$ cat src/rtl/byte_to_bcd_seq_pkg.sv
// Shared definitions for the byte-to-BCD display converter.
// Pure declarations; no logic or latency of its own.
// No flow control here; handshake lives in the top module.
package byte_to_bcd_seq_pkg;

    // Converter control states
    typedef enum logic [1:0] {
        ST_IDLE  = 2'd0,
        ST_SHIFT = 2'd1,
        ST_DONE  = 2'd2
    } state_t;

    // Width of one seven-segment digit code
    localparam int DIG_W = 5;

    // Digit code that the segment decoder renders as all segments off
    localparam logic [DIG_W-1:0] BLANK = 5'd31;

    // One shift-and-add-3 iteration per input bit
    localparam int ITER  = 8;
    localparam int CNT_W = $clog2(ITER);

    // Zero-extend a BCD nibble into a digit code
    function automatic logic [DIG_W-1:0] dig_code(input logic [3:0] nib);
        return {1'b0, nib};
    endfunction

endpackage

$ cat src/rtl/byte_to_bcd_seq_bcd_add3.sv
// Double-dabble correction cell: nibble >= 5 gets +3 before the shift.
// Purely combinational, zero cycles.
// No flow control.
module bcd_add3 (
    input  logic [3:0] din,
    output logic [3:0] dout
);

    // Pre-shift correction so a doubled nibble carries correctly into the next digit
    always_comb begin
        dout = (din >= 4'd5) ? (din + 4'd3) : din;
    end

endmodule

$ cat src/rtl/byte_to_bcd_seq.sv
// Iterative binary-to-BCD converter feeding three seven-segment digit decoders.
// Accept at edge E0, eight shift iterations, digits and out_valid visible after E9.
// in_ready low for 9 cycles after accept; bytes offered while busy are dropped and flagged by overrun.
module byte_to_bcd_seq
    import byte_to_bcd_seq_pkg::*;
#(
    parameter bit BLANK_LZ = 1'b1
) (
    input  logic             clk,
    input  logic             rst_n,
    input  logic             in_valid,
    input  logic [7:0]       in_data,
    output logic             in_ready,
    output logic [DIG_W-1:0] dig_hund,
    output logic [DIG_W-1:0] dig_tens,
    output logic [DIG_W-1:0] dig_ones,
    output logic             out_valid,
    output logic             overrun
);

    state_t             state;
    logic [7:0]         bin_q;
    logic [11:0]        bcd_q;
    logic [CNT_W-1:0]   cnt_q;

    logic [11:0]        bcd_adj;
    logic [19:0]        shifted;
    logic               hund_zero;
    logic               tens_zero;
    logic [DIG_W-1:0]   hund_code;
    logic [DIG_W-1:0]   tens_code;

    // One correction cell per BCD digit; the hundreds cell never fires for byte inputs
    // but keeps the datapath regular.
    bcd_add3 u_add3_ones (.din(bcd_q[3:0]),  .dout(bcd_adj[3:0]));
    bcd_add3 u_add3_tens (.din(bcd_q[7:4]),  .dout(bcd_adj[7:4]));
    bcd_add3 u_add3_hund (.din(bcd_q[11:8]), .dout(bcd_adj[11:8]));

    // Corrected BCD and remaining binary bits shift left together as one register
    always_comb begin
        shifted = {bcd_adj, bin_q} << 1;
    end

    // Leading-zero blanking; the ones digit always shows so zero reads "0"
    always_comb begin
        hund_zero = (bcd_q[11:8] == 4'd0);
        tens_zero = (bcd_q[7:4] == 4'd0);
        hund_code = (BLANK_LZ && hund_zero) ? BLANK : dig_code(bcd_q[11:8]);
        tens_code = (BLANK_LZ && hund_zero && tens_zero) ? BLANK : dig_code(bcd_q[7:4]);
    end

    // Control FSM, iteration counter, shift register and registered outputs
    always_ff @(posedge clk or negedge rst_n) begin
        if (!rst_n) begin
            state     <= ST_IDLE;
            bin_q     <= '0;
            bcd_q     <= '0;
            cnt_q     <= '0;
            in_ready  <= 1'b1;
            dig_hund  <= BLANK;
            dig_tens  <= BLANK;
            dig_ones  <= BLANK;
            out_valid <= 1'b0;
            overrun   <= 1'b0;
        end else begin
            out_valid <= 1'b0;
            // A byte offered while busy is lost; flag every such cycle
            overrun   <= in_valid && !in_ready;
            case (state)
                ST_IDLE: begin
                    if (in_valid && in_ready) begin
                        bin_q    <= in_data;
                        bcd_q    <= '0;
                        cnt_q    <= '0;
                        in_ready <= 1'b0;
                        state    <= ST_SHIFT;
                    end
                end
                ST_SHIFT: begin
                    bcd_q <= shifted[19:8];
                    bin_q <= shifted[7:0];
                    cnt_q <= cnt_q + 1'b1;
                    if (cnt_q == CNT_W'(ITER - 1)) begin
                        state <= ST_DONE;
                    end
                end
                ST_DONE: begin
                    dig_hund  <= hund_code;
                    dig_tens  <= tens_code;
                    dig_ones  <= dig_code(bcd_q[3:0]);
                    out_valid <= 1'b1;
                    in_ready  <= 1'b1;
                    state     <= ST_IDLE;
                end
                default: begin
                    in_ready <= 1'b1;
                    state    <= ST_IDLE;
                end
            endcase
        end
    end

endmodule
$ cat config.mk
export PLATFORM = sky130hd
export DESIGN_NAME = byte_to_bcd_seq
export DESIGN_NICKNAME = d
export VERILOG_FILES = /design/src/rtl/byte_to_bcd_seq_pkg.sv /design/src/rtl/byte_to_bcd_seq_bcd_add3.sv /design/src/rtl/byte_to_bcd_seq.sv
export SDC_FILE = /design/constraint.sdc
export NUM_CORES = 1
export LEC_CHECK = 0
export BUFFER_PORTS_ARGS = -buffer_cell sky130_fd_sc_hd__buf_4
export CORE_ASPECT_RATIO = 1.4
export CORE_MARGIN = 1
export CORE_UTILIZATION = 55
export DETAILED_ROUTE_END_ITERATION = 10
export PLACE_DENSITY = 0.81
export SLEW_MARGIN = 5
export SYNTH_ARGS = -nofsm -noshare
export SYNTH_HDL_FRONTEND = slang
export SYNTH_SLANG_ARGS = --single-unit
$ cat constraint.sdc
create_clock -name clk -period 1.95 [get_ports clk]
set_clock_uncertainty 0.15 [all_clocks]
set_input_delay 0.2925 -clock clk [delete_from_list [all_inputs] [get_ports clk]]
set_output_delay 0.2925 -clock clk [all_outputs]
set_load 0.05 [all_outputs]
After elaboration in Yosys (flattened, before gate mapping)
Index checks and enable logic that the tools add are counted.

Register bits after elaboration: 43. Bits of input ports: 11. Output and inout port bits: 18. Logic and storage cells: 51.

$add $sub $neg: 4. Magnitude comparators: 3. Equal/unequal tests: 5. Multiplexer cells: 17. Bitwise gates (word level): 1. Reductions and logical operators: 11.

Operators by type and width (count): one-hot mux 12 bit (2 select lines) (1); one-hot mux 8 bit (2 select lines) (1); greater-or-equal comparator 4 x 3 -> 1 bit (second input constant) (3); two-way mux 12 bit (1); two-way mux 5 bit (2); adder 4 x 2 -> 4 bit (second input constant) (2); logical NOT 4 bit (2); two-way mux 4 bit (2); two-way mux 8 bit (1); two-way mux 3 bit (2); one-hot mux 3 bit (2 select lines) (1); AND reduction 2 bit (3); two-way mux 2 bit (2); != test 2 bit (second input constant) (2); one-hot mux 2 bit (2 select lines) (1); adder 3 x 1 -> 3 bit (second input constant) (1); adder 3 x 2 -> 3 bit (second input constant) (1); == test 3 bit (second input constant) (1); logical AND 1 bit (3); == test 2 x 1 -> 1 bit (second input constant) (1); == test 2 bit (second input constant) (1); logical NOT 2 bit (1); two-way mux 1 bit (2); one-hot mux 1 bit (2 select lines) (1); 3 further kinds (3).

Depth between registers and ports, before layout
Depth in word-level cells: 3. Depth in mapped cells: 6. Mapped depth without buffers: 6.

Cells and area by module
A second synthesis with hierarchy kept.

Cells, all modules: 236. Area, all modules: 2132.0 µm².

By module, submodules not included: byte_to_bcd_seq (times used 1, cells each 188, area an instance 1828.0 µm², seq. area each 1096.1 µm²); bcd_add3 (times used 3, cells each 16, area an instance 101.3 µm², seq. area each 0.0 µm²).

Worst setup path before layout
Ideal clock, no wire load.

Path type: register -> register. From: register in_ready. To: register bcd_q[11]. Library setup time: 0.122 ns. Data arrival time: 1.313 ns. Data required time: 1.678 ns. Path slack: 0.365 ns. Cell stages (with the launch flop): 5. Buffers on the path: 0. Clock period less this slack: 1.585 ns. Path through: dfstp_2 -> nand3b_4 -> nand2_1 -> o31ai_1 -> a32o_1.

Longest elaborated chain between the ends: 3.

Ends and longest elaborated chain: start, declared (line byte_to_bcd_seq.sv:13) `output logic in_ready,`; start signal, assigned (line byte_to_bcd_seq.sv:59) `in_ready <= 1'b1;`; start signal, assigned (line byte_to_bcd_seq.sv:75) `in_ready <= 1'b0;`; start signal, assigned (line byte_to_bcd_seq.sv:92) `in_ready <= 1'b1;`; logical AND 1 bit (line byte_to_bcd_seq.sv:71) `if (in_valid && in_ready) begin`; != test 2 bit (no line); AND reduction 2 bit (no line); end signal, assigned (line byte_to_bcd_seq.sv:80) `bcd_q <= shifted[19:8];`; end, declared (line byte_to_bcd_seq.sv:23) `logic [11:0] bcd_q;`.

Every way passes these cells. A chain may end at the register's enable or synchronous reset.

Worst setup path after layout
From: register bcd_q[4]. To: register bcd_q[6].

Longest elaborated chain between the ends: 3. Elaborated cells between the ends (all ways): 4. Classes of those cells: add/sub (1); order compare (1); mux (2).

Ends and longest elaborated chain: adder 4 x 2 -> 4 bit or greater-or-equal comparator 4 x 3 -> 1 bit (tied branches) (line byte_to_bcd_seq_bcd_add3.sv:11) `dout = (din >= 4'd5) ? (din + 4'd3) : din;`; two-way mux 4 bit (*) (line byte_to_bcd_seq_bcd_add3.sv:11); one-hot mux 12 bit (2 select lines) (*) (line byte_to_bcd_seq.sv:69) `case (state)`.

Every way passes the cells marked *; elsewhere a longest branch is shown, timed or not.

==> summary by stage <==
Min path
In this run the most critical hold path is launched from in_data[0]. The worst-case hold path end point is bin_q[0]$_DFFE_PN0P_. The min-delay analysis places its worst path in the category primary input to flop.

The count of cells along the worst hold path is 3.

Final layout
The filler cell count in the final layout is around 280. The multi-input combinational cells in the finished layout cover a total of 835.8 sq um. With fillers left out, the area of the finished cells amounts to about 2300 sq um. Leaving out filler cells and counting taps, the final layout contains 255.

The number of antenna diodes in the final layout is 0. The share of cells above drive strength 1 is 29.30%. The area taken by flip-flops and latches is between 1000 and 1500 sq um. The area growth from synthesis to layout is 16.88%. The core utilization of the finished layout is 68.22%.

For this run, the post-layout net count is 234.

Logic synthesis
Sequential cells were found to cover roughly 55% of the synthesized design area. The number of nets produced by synthesis is 201. The average cell area after synthesis is 11.09 sq um. The count of warnings emitted by yosys is 0.

The count of cell types in the netlist is 32. The post-synthesis sequential element count is 43. The area of the mapped netlist is 2008 sq um. The cell count after synthesis is between 150 and 200.

Critical path
The setup slack on the worst flop-to-flop path is ~91 ps. STA classifies the critical path endpoint as a flop. The critical register-to-register path startpoint is bcd_q[4]$_DFFE_PN0P_. Measured in cells, the most critical reg-to-reg path has a length of 6. The endpoint identified for the worst register-to-register timing path is bcd_q[6]$_DFFE_PN0P_. For the worst setup path, the data required time is 2040 ps. The maximum fanout encountered on the critical timing path is 5.

The class of the most critical setup path is flop to flop. The data arrival time of the worst path is 1940 ps. The sort of element at the start of the critical path is a flop.

Timing
The final hold violation count was 0. The maximum operating frequency is around 540 MHz. The setup slack of the critical path after layout is between 90 and 100 ps. The tightest slew margin relative to the limit is 65.40%. Setup violations remaining at the end of the flow were counted as 0. The max-slew violation count is 0.

The ratio of final minimum period to clock period is 95.33%. Setup repair after global routing left no endpoint under its margin. The transition time of the tightest slew-check pin is 518.9 ps. Setup total negative slack on the finished layout was measured at 0 ps. The final worst hold slack is 91.15 ps. The worst path needs about 1900 ps of the cycle, external delays included.

Clock tree
The post-CTS setup repair buffer count is 0. The clock-pin slew on the worst setup and hold paths is 80 ps. In this run the clock root is driven by a sky130_fd_sc_hd__clkbuf_8. The count of hold buffers inserted by post-cts repair is 1.

The depth of the CTS H-tree is 2. The post-CTS resize count is 0. The later pin in the worst-skew pair is clocked with a latency of ~300 ps. The clock passes through at most 2 buffers. The TritonCTS clock tree is yes. Clock tree synthesis inserted a total of 5 buffers. The sink count of the clock tree is 43.

Die
The floorplan step defined a die boundary enclosing 3900 sq um. The region available for standard cell placement spans 3441 sq um. The initial cell density of the core is 58.36%.

The chip height is 73.50 microns. The I/O pin count is 29. Measured along the x axis, the die boundary spans 53.07 microns. In this run the core area contains 25 standard-cell rows.

Pwr
The sequential share of power is 60.5%. The power consumption is 1.477 mW. The clock network accounts for 36.7% of the total power. The leakage power total is 1.170 nW. Combinational logic is responsible for 2.8% of the overall power. Dividing total power by cell area gives a power density of about 630 nW/um^2. Summed over all nets, the switching power comes to about 0.32 mW. IR analysis of the VDD net gives a maximum drop of 0.6470 mV. The switching part of the total power is 21.35%. The cell internal power dissipation is between 1 and 1.5 mW.

Placement
The number of placed instances, taps included is 246. Routability-driven placement finished with a final weighted congestion of 0.8507. The total of buffers placed on input and output ports is 28.

In this run the cell area measured after placement is 2256 sq um. At the placement stage, the worst setup path has a slack of between 80 and 90 ps. Detailed placement finished with a half-perimeter wire length of 2728 microns.

Outcome
The flow ran to the end, and the final reports show no timing, DRC or antenna violations.

Global routing
After global routing, the most crowded layer is met2. Global routing consumed, on the met3 layer, under 10% of the routing resources. Entering global routing, the biggest net connects 44 pins. The global routing usage on met2 is a little under two fifths. Global routing consumed, over all layers together, 22.58% of the routing resources. The routing usage on met1 is 24.32%. The first-pass GRT wire length is 6161 microns. The total global routing overflow is 0. The initial antenna violation count is 0. The number of global-route vias before repair came to 1406.

Drt
The average wire per standard cell is 14.40 microns. After detailed routing, the number of remaining DRC violations is 0. The total wire length is roughly 3700 microns. After the first detailed-routing iteration, the DRC count stood at 39. The remaining antenna violation count is 0. The pre-antenna-repair detailed-routing pass consisted of 4 iterations. After detailed routing, the number of vias per cell comes to 5.533. The via count is roughly 1400.

Job
The max-capacitance violation count is 0.
-- routing by layer --
metal	wire, microns	up-vias
li1	-	687
met1	1382	678
met2	2026	35
met3	124	11
met4	140	0
met5	0	-
-- synthesized netlist by cell type, drive strengths merged --
| cell | count | share of area (%) |
|---|---|---|
| nand2 | 30 | 5.6 |
| dfrtp | 27 | 34 |
| o21ai | 19 | 4.7 |
| dfstp | 16 | 21 |
| mux2i | 11 | 5.5 |
| ha | 9 | 5.6 |
| inv | 9 | 1.7 |
| buf | 7 | 2.1 |
| nand2b | 6 | 2.2 |
| a21oi | 5 | 1.4 |
| mux2 | 5 | 2.8 |
| nor2 | 5 | 0.93 |
| o22ai | 4 | 1.2 |
| a22o | 3 | 1.3 |
| a32o | 3 | 1.5 |
| and2 | 3 | 0.93 |
| nand3 | 3 | 0.75 |
| o31ai | 3 | 1.1 |
| xnor2 | 3 | 1.3 |
| nor2b | 2 | 0.62 |
| a21o | 1 | 0.37 |
| and3 | 1 | 0.31 |
| nand3b | 1 | 1.0 |
| nor3b | 1 | 0.62 |
| o211ai | 1 | 0.37 |
| o311ai | 1 | 0.44 |
| o32ai | 1 | 0.44 |
| xor2 | 1 | 0.44 |
-- cell usage in the layout, fill, tap and decap left out, types with 4 or more instances in the layout --
cell type and n:
sky130_fd_sc_hd__a21oi_1 4, sky130_fd_sc_hd__buf_4 32, sky130_fd_sc_hd__clkbuf_8 5, sky130_fd_sc_hd__dfrtp_1 27
sky130_fd_sc_hd__dfstp_2 16, sky130_fd_sc_hd__ha_1 9, sky130_fd_sc_hd__inv_1 9, sky130_fd_sc_hd__mux2_2 5
sky130_fd_sc_hd__mux2i_1 11, sky130_fd_sc_hd__nand2_1 30, sky130_fd_sc_hd__nand2b_1 5, sky130_fd_sc_hd__nor2_1 5
sky130_fd_sc_hd__o21ai_0 13, sky130_fd_sc_hd__o21ai_1 6, sky130_fd_sc_hd__o22ai_1 4
-- worst max-delay path by stage --
| stage | from | to | slack [ps] | depth (start not counted) |
|---|---|---|---|---|
| floorplan | in_ready$_DFFE_PN1P_ | bcd_q[11]$_DFFE_PN0P_ | 370 | 4 |
| global placement | bcd_q[4]$_DFFE_PN0P_ | bcd_q[6]$_DFFE_PN0P_ | 240 | 6 |
| detailed placement | bcd_q[4]$_DFFE_PN0P_ | bcd_q[6]$_DFFE_PN0P_ | 90 | 6 |
| CTS | bcd_q[4]$_DFFE_PN0P_ | bcd_q[6]$_DFFE_PN0P_ | 80 | 6 |
| global route | bcd_q[4]$_DFFE_PN0P_ | bcd_q[6]$_DFFE_PN0P_ | 20 | 6 |
| finish | bcd_q[4]$_DFFE_PN0P_ | bcd_q[6]$_DFFE_PN0P_ | 90 | 6 |
-- sequential cells by signal, indices dropped and copies added (netlist names) --
signal and flops:
dig_ones 5, cnt_q 3, overrun 1, bin_q 8, dig_tens 5, in_ready 1
state 2, dig_hund 5, bcd_q 12, out_valid 1
-- power by group through the flow --
stage / Combinational [mW] / Clock, mW / Sequential [mW]
2_1_floorplan: 0.00160 / 0 / 0.914
3_3_place_gp: 0.0392 / 0 / 0.910
3_5_place_dp: 0.0406 / 0 / 0.910
4_1_cts: 0.0423 / 0.548 / 0.894
5_1_grt: 0.0466 / 0.585 / 0.894
6_report: 0.0406 / 0.542 / 0.894
-- area by class of cell --
| cell class | count | share of cell area (%) |
|---|---|---|
| sequential | 43 | 46.70 |
| multi-input combinational | 122 | 35.61 |
| timing repair buffer | 33 | 10.66 |
| clock buffer | 7 | 3.252 |
| tap | 40 | 2.132 |
| inverter | 9 | 1.439 |
| clock inverter | 1 | 0.2132 |
-- critical path, stage by stage (launching register included) --
cell,delay [ps]
sky130_fd_sc_hd__dfrtp_1,420
sky130_fd_sc_hd__inv_1,160
sky130_fd_sc_hd__ha_1,220
sky130_fd_sc_hd__nand2b_1,70
sky130_fd_sc_hd__a21oi_1,380
sky130_fd_sc_hd__mux2i_1,250
sky130_fd_sc_hd__a22o_1,150
-- kinds of logic after synthesis --
family	Yosys count	synth area share, %
muxes	16	8.287
DFF	43	54.58
xor gates and xnor gates	4	1.745
and+or+nand+nor	52	13.02
buffers and inverters	16	3.800
AOI/OAI and AO/OA	41	12.96
adders and majority gates	9	5.608
No activity file was read; power rests on OpenSTA's default activity.
